===== src/rtl/oblivious_transfer_receiver.sv =====
// Receiver side of 1-out-of-2 RSA oblivious transfer: blinds x_b with k^e mod N,
// sends v over the byte link, then unblinds the chosen returned message.
module oblivious_transfer_receiver #(
    parameter int W = 32
) (
    input  logic         clk,
    input  logic         rstn,
    input  logic         start,
    input  logic         choice,
    input  logic [W-1:0] k,
    input  logic         rx_valid,
    output logic         rx_ready,
    input  logic [7:0]   rx_data,
    output logic         tx_valid,
    input  logic         tx_ready,
    output logic [7:0]   tx_data,
    output logic         busy,
    output logic         result_valid,
    output logic [W-1:0] result,
    output logic         error
);
    localparam int NB = W / 8;

    typedef enum logic [3:0] {
        S_IDLE, S_RX_KEY, S_RED, S_EXP, S_SUM, S_TX_V, S_RX_MSG, S_UNBLIND, S_DONE
    } state_t;

    state_t       state;
    logic [1:0]   phase;
    logic         b_sel;
    logic [W-1:0] k_reg, n_reg, e_reg, xb, kr, xr, acc, mb, sr, tx_sr;
    logic [W-1:0] mm_a, mm_b;
    logic [W+1:0] mm_r;
    logic [15:0]  mm_cnt, bit_cnt;
    logic [7:0]   byte_cnt;
    logic [1:0]   word_cnt;
    logic         mm_run;

    // One interleaved shift-add step; 2r+a*b < 3N so two trial subtractions suffice.
    function automatic logic [W+1:0] mm_step(input logic [W+1:0] r, input logic a_bit,
                                             input logic [W-1:0] m, input logic [W-1:0] n);
        logic [W+1:0] t;
        logic [W+1:0] n2;
        n2 = {2'b00, n};
        t  = (r << 1) + (a_bit ? {2'b00, m} : '0);
        if (t >= n2) t = t - n2;
        if (t >= n2) t = t - n2;
        return t;
    endfunction

    function automatic logic [W-1:0] add_mod(input logic [W-1:0] a, input logic [W-1:0] b,
                                             input logic [W-1:0] n);
        logic [W:0] s;
        s = {1'b0, a} + {1'b0, b};
        if (s >= {1'b0, n}) s = s - {1'b0, n};
        return s[W-1:0];
    endfunction

    // Operands are both < N, so the wrapped W-bit result of t-kr+N is exact.
    function automatic logic [W-1:0] sub_mod(input logic [W-1:0] t, input logic [W-1:0] b,
                                             input logic [W-1:0] n);
        return (t >= b) ? t - b : t - b + n;
    endfunction

    function automatic logic [W-1:0] shift_in(input logic [W-1:0] s, input logic [7:0] d);
        return W'({d, s} >> 8);
    endfunction

    logic         rx_fire, tx_fire, rx_last;
    logic [W-1:0] rx_word, v_sum;
    logic [W+1:0] mm_next;

    assign rx_fire = rx_valid && rx_ready;
    assign tx_fire = tx_valid && tx_ready;
    assign rx_last = rx_fire && (byte_cnt == 8'(NB - 1));
    assign rx_word = shift_in(sr, rx_data);
    assign v_sum   = add_mod(xr, acc, n_reg);
    assign mm_next = mm_step(mm_r, mm_a[W-1], mm_b, n_reg);

    always_ff @(posedge clk or negedge rstn) begin
        if (!rstn) begin
            state        <= S_IDLE;
            phase        <= 2'd0;
            mm_run       <= 1'b0;
            rx_ready     <= 1'b0;
            tx_valid     <= 1'b0;
            tx_data      <= 8'd0;
            busy         <= 1'b0;
            result_valid <= 1'b0;
            result       <= '0;
            error        <= 1'b0;
        end else begin
            if (mm_run) begin
                mm_r   <= mm_next;
                mm_a   <= mm_a << 1;
                mm_cnt <= mm_cnt - 16'd1;
                if (mm_cnt == 16'd1) mm_run <= 1'b0;
            end
            case (state)
                S_IDLE: begin
                    result_valid <= 1'b0;
                    if (start) begin
                        b_sel    <= choice;
                        k_reg    <= k;
                        error    <= 1'b0;
                        result   <= '0;
                        busy     <= 1'b1;
                        rx_ready <= 1'b1;
                        byte_cnt <= 8'd0;
                        word_cnt <= 2'd0;
                        state    <= S_RX_KEY;
                    end
                end
                S_RX_KEY: begin
                    if (rx_fire) begin
                        sr       <= rx_word;
                        byte_cnt <= byte_cnt + 8'd1;
                    end
                    if (rx_last) begin
                        byte_cnt <= 8'd0;
                        word_cnt <= word_cnt + 2'd1;
                        case (word_cnt)
                            2'd0: n_reg <= rx_word;
                            2'd1: e_reg <= rx_word;
                            2'd2: if (!b_sel) xb <= rx_word;
                            default: begin
                                if (b_sel) xb <= rx_word;
                                rx_ready <= 1'b0;
                                phase    <= 2'd0;
                                if (n_reg < W'(2)) begin
                                    error <= 1'b1;
                                    state <= S_DONE;
                                end else begin
                                    state <= S_RED;
                                end
                            end
                        endcase
                    end
                end
                // Reduce k then x_b; the second completion launches the first square of EXP.
                S_RED: begin
                    case (phase)
                        2'd0: begin
                            mm_a <= k_reg; mm_b <= W'(1); mm_r <= '0;
                            mm_cnt <= 16'(W); mm_run <= 1'b1; phase <= 2'd1;
                        end
                        2'd1: if (!mm_run) begin
                            kr   <= mm_r[W-1:0];
                            mm_a <= xb; mm_b <= W'(1); mm_r <= '0;
                            mm_cnt <= 16'(W); mm_run <= 1'b1; phase <= 2'd2;
                        end
                        default: if (!mm_run) begin
                            xr      <= mm_r[W-1:0];
                            mm_a    <= W'(1); mm_b <= W'(1); mm_r <= '0;
                            mm_cnt  <= 16'(W); mm_run <= 1'b1;
                            bit_cnt <= 16'(W);
                            phase   <= 2'd1;
                            state   <= S_EXP;
                        end
                    endcase
                end
                // phase 1: square done; phase 2: multiply by kr done. Next square chains without gaps.
                S_EXP: begin
                    if (!mm_run && phase == 2'd1 && e_reg[W-1]) begin
                        mm_a <= mm_r[W-1:0]; mm_b <= kr; mm_r <= '0;
                        mm_cnt <= 16'(W); mm_run <= 1'b1; phase <= 2'd2;
                    end else if (!mm_run && phase != 2'd0) begin
                        acc     <= mm_r[W-1:0];
                        e_reg   <= e_reg << 1;
                        bit_cnt <= bit_cnt - 16'd1;
                        if (bit_cnt == 16'd1) begin
                            phase <= 2'd0;
                            state <= S_SUM;
                        end else begin
                            mm_a <= mm_r[W-1:0]; mm_b <= mm_r[W-1:0]; mm_r <= '0;
                            mm_cnt <= 16'(W); mm_run <= 1'b1; phase <= 2'd1;
                        end
                    end
                end
                S_SUM: begin
                    tx_data  <= v_sum[7:0];
                    tx_sr    <= v_sum >> 8;
                    tx_valid <= 1'b1;
                    byte_cnt <= 8'd0;
                    state    <= S_TX_V;
                end
                S_TX_V: begin
                    if (tx_fire) begin
                        if (byte_cnt == 8'(NB - 1)) begin
                            tx_valid <= 1'b0;
                            rx_ready <= 1'b1;
                            byte_cnt <= 8'd0;
                            word_cnt <= 2'd0;
                            state    <= S_RX_MSG;
                        end else begin
                            tx_data  <= tx_sr[7:0];
                            tx_sr    <= tx_sr >> 8;
                            byte_cnt <= byte_cnt + 8'd1;
                        end
                    end
                end
                S_RX_MSG: begin
                    if (rx_fire) begin
                        sr       <= rx_word;
                        byte_cnt <= byte_cnt + 8'd1;
                    end
                    if (rx_last) begin
                        byte_cnt <= 8'd0;
                        word_cnt <= word_cnt + 2'd1;
                        if (word_cnt[0] == b_sel) mb <= rx_word;
                        if (word_cnt[0]) begin
                            rx_ready <= 1'b0;
                            phase    <= 2'd0;
                            state    <= S_UNBLIND;
                        end
                    end
                end
                S_UNBLIND: begin
                    case (phase)
                        2'd0: begin
                            mm_a <= mb; mm_b <= W'(1); mm_r <= '0;
                            mm_cnt <= 16'(W); mm_run <= 1'b1; phase <= 2'd1;
                        end
                        2'd1: if (!mm_run) begin
                            mb    <= mm_r[W-1:0];
                            phase <= 2'd2;
                        end
                        default: begin
                            result <= sub_mod(mb, kr, n_reg);
                            phase  <= 2'd0;
                            state  <= S_DONE;
                        end
                    endcase
                end
                S_DONE: begin
                    result_valid <= !error;
                    busy         <= 1'b0;
                    state        <= S_IDLE;
                end
                default: state <= S_IDLE;
            endcase
        end
    end
endmodule


===== config.mk =====
export PLATFORM = sky130hd
export DESIGN_NAME = oblivious_transfer_receiver
export DESIGN_NICKNAME = d
export VERILOG_FILES = /design/src/rtl/oblivious_transfer_receiver.sv
export SDC_FILE = /design/constraint.sdc
export NUM_CORES = 1
export LEC_CHECK = 0
export BUFFER_PORTS_ARGS = -buffer_cell sky130_fd_sc_hd__buf_2
export CORE_MARGIN = 4
export CORE_UTILIZATION = 64
export CTS_CLUSTER_DIAMETER = 120
export DETAILED_ROUTE_END_ITERATION = 10
export PLACE_DENSITY = 0.81
export SETUP_SLACK_MARGIN = 0.05
export SYNTH_ARGS = -nofsm -noshare
export SYNTH_HDL_FRONTEND = slang
export SYNTH_SLANG_ARGS = --single-unit

===== constraint.sdc =====
create_clock -name clk -period 8.82 [get_ports clk]
set_clock_uncertainty 0.1 [all_clocks]
set_input_delay 1.323 -clock clk [delete_from_list [all_inputs] [get_ports clk]]
set_output_delay 1.323 -clock clk [all_outputs]
set_load 0.01 [all_outputs]

==> results of run 1 <==
## worst paths after layout
kind	to	depth (start not counted)	startpoint	slack, ps
min	tx_data[7]	2	tx_data[7]	370
max in group asynchronous	mm_run	2	rstn	6890
max reg2reg	mm_r[19]	35	mm_a[31]	310
max	mm_r[19]	35	mm_a[31]	310
min reg2reg	tx_data[7]	2	tx_data[7]	370
min in group asynchronous	tx_data[0]	1	rstn	460
## layout by cell type (no fill, tap or decap), types with 10 or more instances in the layout
cell type,n
a21o_1,106
o21ai_1,12
mux2_2,28
nor4_1,21
o21a_1,44
nand4_1,27
a31oi_1,23
buf_2,90
a21oi_1,256
buf_4,109
nand2b_1,24
a221o_1,10
nand2_1,489
nor3_1,62
inv_1,144
nand3_1,61
nor2b_1,24
o211ai_1,46
or3_1,10
mux2i_1,94
and2_1,44
edfxtp_1,444
nor2_1,199
a222oi_1,32
and3_1,43
clkbuf_16,55
dfrtp_1,51
xnor2_1,151
o21bai_1,32
ha_1,231
xor2_1,65
o31ai_1,11
o21ai_0,183
a211oi_1,29
## tightest hold or removal path: stages (launching register included)
cell     delay (ps)
dfrtp_1         340
nand2_1          50
o41ai_1          50
## report_power, final
group	internal (W)	switching [W]
logic	0.00346	0.00433
clock network	0.00128	0.00104
registers	0.00297	0.000213
total	0.00771	0.00558
## layout make-up
class	count	area (µm²)	share of cell area [%]
clock buffers	65	1410	3.85
clock inverters	35	393	1.07
inverters	144	541	1.47
multi-input cells	2573	17400	47.6
flip-flops and latches	496	14600	39.9
well taps	672	841	2.29
repair buffers	206	1390	3.80
## metal layers
layer | share of wire [%] | global-route usage, %
met5 | 0 | 0
met4 | 5.8 | 19.0
met3 | 12 | 7.58
met2 | 45 | 63.5
met1 | 37 | 52.5
## what timing repair did
action                     CTS  global route
gates resized for setup      3            36
pin swaps                    0            16
gates cloned                 0             1
hold buffers                 0             0
buffers inserted             3            13
setup endpoints to repair   23            33
## cell families after synthesis
kind of cell,after synthesis,synth area share [%]
flip-flops,496,44.5
AND/OR/NAND/NOR,1065,14.8
AO/OA/AOI/OAI,919,18.3
multiplexers,133,4.23
buffers and inverters,256,3.10
XOR/XNOR,217,5.78
adder cells (fa/ha/maj),239,9.26
## metrics by stage
stage | cells | hold slack (ps) | cell area [µm²] | total power (W)
floorplan | 3325 | 360 | 32900 | 0.00844
global placement | 4074 | 356 | 34600 | 0.0102
detailed placement | 4074 | 359 | 34600 | 0.0104
CTS | 4177 | 375 | 36400 | 0.0127
global route | 4191 | 412 | 36700 | 0.0140
finish | 4191 | 373 | 36700 | 0.0133
==> flow_metrics.py, run 1 <==
metrics = {
    "status": {
        "outcome": "finished clean",
    },
    "floorplanning": {
        "die_w_um": 235,
        "fp.dieH_um": 235,
        "dieArea_um2": 55000,
        "core_area_um2": 50500,
        "pin_count": 91,
        "start_util_pct": 65.1,
        "rows": 82,
    },
    "worst_setup_path": {
        "end_kind": "register",
        "path_buf_inv": 6,
        "slowest_delay_ps": 480,
        "worst_path_max_delay_cell": "edfxtp_1",
        "critPathMaxFanout": 19,
        "start_kind": "register",
        "path_class": "reg2reg",
        "path_delay_family": "compound AO/OA/AOI/OAI gates",
        "cp.required_ps": 9040,
        "arrival_ps": 8730,
    },
    "synth": {
        "yosysSeqAreaShare_pct": 44.5,
        "synth_top_area_share_pct": 40.6,
        "yosys_most_used_dff": "edfxtp_1",
        "syn_inst": 3325,
        "yosys_warnings": 0,
        "synthTopCellsByArea": "edfxtp_1 (41%), ha_1 (8.8%), nand2_1 (5.6%), xnor2_1 (4.1%), a21oi_1 (4.0%)",
        "synth_common_cells": "nand2_1 (489), edfxtp_1 (444), a21oi_1 (262)",
        "synth_cell_types": 86,
        "synth_async_sr_flop_share_pct": 10.5,
        "netlist_area_um2": 32900,
        "yosysMostFrequentCell": "nand2_1",
        "yosys.area.top_type": "edfxtp_1",
        "syn-mean-instance-area_um2": 9.88,
        "synth-edff-count": 444,
        "syn-num-nets": 3610,
        "synth-seq-cells": 496,
    },
    "detailed_routing": {
        "via_count": 28600,
        "firstDrtPassIters": 9,
        "wl_per_cell_um": 26.3,
        "drt-vias-per-instance": 6.83,
        "first_iter_violations": 3886,
        "wirelength_um": 110000,
        "drc": 0,
        "drtAntennaViolNets": 0,
    },
    "cells_and_area": {
        "largest_reg_flops": 33,
        "regMostFlops": "mm_r",
        "fillerInstances": 3430,
        "nNetsFinal": 3760,
        "diodes": 0,
        "final_util_pct": 72.6,
        "area_delta_synth_final_pct": 11.5,
        "drive_gt1_share_pct": 11.5,
    },
    "power_and_ir_drop": {
        "powerDensity_nw_per_um2": 363,
        "p_leak_nw": 15.1,
        "ir_drop_uv": 254,
    },
    "clocking": {
        "cts_buffers": 54,
        "clockBufferDepth": 3,
        "insertion_delay_ps": 650,
        "cts_tree": "done",
        "htree_levels": 2,
        "root_buffer": "clkbuf_16",
        "clkSinkCount": 496,
        "clkSlewWorstSetupHoldPaths_ps": 60,
    },
    "sta": {
        "period_needed_ps": 8510,
        "slew-limit-headroom_pct": 18.0,
        "hold_viol_final": 0,
        "tightest_slew_ps": 1230,
        "setup_ws_ps": 315,
        "period_share_pct": 96.4,
        "slew_violations": 0,
        "fin_tns_setup_ps": 0,
        "setup_viol": 0,
        "max_freq_mhz": 118,
    },
    "global_routing": {
        "grt_overflow": 0,
        "grt_max_degree": 84,
        "grt_pass1_wl_um": 166000,
        "track_usage_pct": 39.7,
        "antenna_found_initial": 0,
        "grt_pass1_vias": 27700,
    },
    "placement": {
        "port_buffers": 90,
        "dpl_worst_slack_ps": -44.2,
        "place_congestion": 1.02,
        "place_hpwl_um": 81200,
    },
    "run": {
        "cap_violations": 0,
    },
    "hold_path": {
        "min_path_type": "reg2reg",
    },
}
(Power assumes the default switching activity.)
==> run 2: changes to the inputs <==
- CORE_ASPECT_RATIO: unset -> 1.75
==> run 2 against run 1 <==
Compared with the run above:
- core utilization down 0.26 points
- clock power is 14% lower
- via count shrank 1.9%
- worst setup slack lost 93 ps
- global-route usage shrank 2.1 points
- highest routed layer unchanged
==> flow_metrics.py, run 2 (synthesized netlist as in run 1, its figures left out) <==
metrics = {
    "clocking": {
        "cts_tree": "done",
        "htree_levels": 2,
        "clkSlewWorstSetupHoldPaths_ps": 60,
        "insertion_delay_ps": 610,
        "clockBufferDepth": 3,
        "root_buffer": "clkbuf_16",
        "cts_buffers": 47,
        "clkSinkCount": 496,
        "cts.hold.buffers_added": 0,
    },
    "placement": {
        "placed_cell_area_um2": 34900,
        "place_hpwl_um": 80600,
        "port_buffers": 90,
        "place_congestion": 1.07,
    },
    "worst_setup_path": {
        "path_class": "reg2reg",
        "critPathMaxFanout": 7,
        "cp.required_ps": 9020,
        "slowest_delay_ps": 470,
        "crit_top_cell": "buf_4",
        "arrival_ps": 8800,
        "worst_path_max_delay_cell": "o41a_1",
        "start_kind": "register",
        "end_kind": "register",
    },
    "sta": {
        "whs_ps": 378,
        "max_freq_mhz": 116,
        "period_share_pct": 97.5,
        "tightest_slew_ps": 1240,
        "fin_tns_setup_ps": 0,
        "hold_viol_final": 0,
        "slew_violations": 0,
        "period_needed_ps": 8600,
        "slew-limit-headroom_pct": 16.7,
        "rsz0062_at_grt": "yes",
        "setup_viol": 0,
    },
    "floorplanning": {
        "fp.dieH_um": 308,
        "pin_count": 91,
        "die_w_um": 179,
        "core_area_um2": 50700,
        "dieArea_um2": 55200,
        "rows": 109,
        "start_util_pct": 64.8,
    },
    "detailed_routing": {
        "first_iter_violations": 2305,
        "drtAntennaViolNets": 0,
        "drc": 0,
        "drt-vias-per-instance": 6.66,
        "firstDrtPassIters": 9,
        "via_count": 28100,
        "wirelength_um": 105000,
        "wl_per_cell_um": 24.9,
    },
    "run": {
        "cap_violations": 0,
    },
    "power_and_ir_drop": {
        "seqPwrFrac_pct": 23.6,
        "p_total_w": 0.0135,
        "power.clock.fraction_pct": 14.9,
        "p_int_w": 0.00790,
        "ir_drop_uv": 222,
        "swShare_pct": 41.2,
        "powerDensity_nw_per_um2": 366,
        "combPwrFrac_pct": 61.6,
        "p_leak_nw": 15.2,
        "power.switching_w": 0.00555,
    },
    "global_routing": {
        "grt_pass1_vias": 28400,
        "track_usage_pct": 37.6,
        "grt_pass1_wl_um": 159000,
        "grt_max_degree": 88,
        "antenna_found_initial": 1,
        "grt_overflow": 0,
    },
    "cells_and_area": {
        "largest_reg_flops": 33,
        "diodes": 0,
        "final_common_cell": "nand2_1",
        "nNetsFinal": 3798,
        "area_delta_synth_final_pct": 11.7,
        "final_area_um2": 36700,
        "drive_gt1_share_pct": 11.9,
        "final_cell_mix": "nand2_1 (489), edfxtp_1 (444), a21oi_1 (255)",
        "regMostFlops": "mm_r",
    },
    "hold_path": {
        "min_path_type": "reg2reg",
    },
    "status": {
        "outcome": "finished clean",
    },
}
[run 2: worst paths after layout]
path,start,end,slack [ps],cells after the start
min in group asynchronous,rstn,tx_data[3],640,1
max reg2reg,mm_a[31],mm_r[31],220,40
min reg2reg,result[5],result[5],380,2
max in group asynchronous,rstn,result[29],6510,2
min,result[5],result[5],380,2
max,mm_a[31],mm_r[31],220,40
[run 2: per-stage QoR]
| stage | worst slack (ps) | util [%] | std cells |
|---|---|---|---|
| detailed placement | -9.39 | 68.8 | 4112 |
| global placement | 214 | 68.8 | 4112 |
| CTS | 57.4 | 71.7 | 4200 |
| finish | 221 | 72.4 | 4216 |
| global route | 23.1 | 72.4 | 4216 |
| floorplan | 927 | - | 3325 |
[run 2: critical path: cells and delay by family, from the launching register on]
kind | cells | cell delay, ps
adders and majority gates | 4 | 1060
muxes | 2 | 610
DFF | 1 | 370
buffers and inverters | 8 | 1260
and+or+nand+nor | 6 | 1040
AOI/OAI and AO/OA | 20 | 3820
[run 2: power groups by stage]
stage | combinational, W | clock [W] | sequential, W
floorplan | 0.00531 | 0 | 0.00313
global placement | 0.00743 | 0 | 0.00320
detailed placement | 0.00763 | 0 | 0.00321
CTS | 0.00767 | 0.00202 | 0.00316
global route | 0.00891 | 0.00211 | 0.00318
finish | 0.00828 | 0.00200 | 0.00317
[run 2: cell type report]
class	instances	area (µm²)
multi-input combinational	2573	17400
inverter	144	541
tap	666	833
timing repair buffer	251	1800
clock inverter	30	229
sequential	496	14600
fill	3737	14000
clock buffer	56	1240
[run 2: repair_timing]
item                       4_1_cts  5_1_grt
setup buffers                    2       13
pin swaps                        0       16
setup endpoints to repair       17       33
cloned                           0        3
resized for setup                2       38
[run 2: per-layer routing]
| layer | part of all wire [%] | global-route usage (%) | vias to the layer above |
|---|---|---|---|
| met5 | 0 | 0 | - |
| met4 | 9.6 | 28.6 | 0 |
| met3 | 6.1 | 3.99 | 445 |
| met2 | 51 | 66.6 | 1428 |
| met1 | 34 | 40.6 | 13500 |
| li1 | - | - | 12700 |
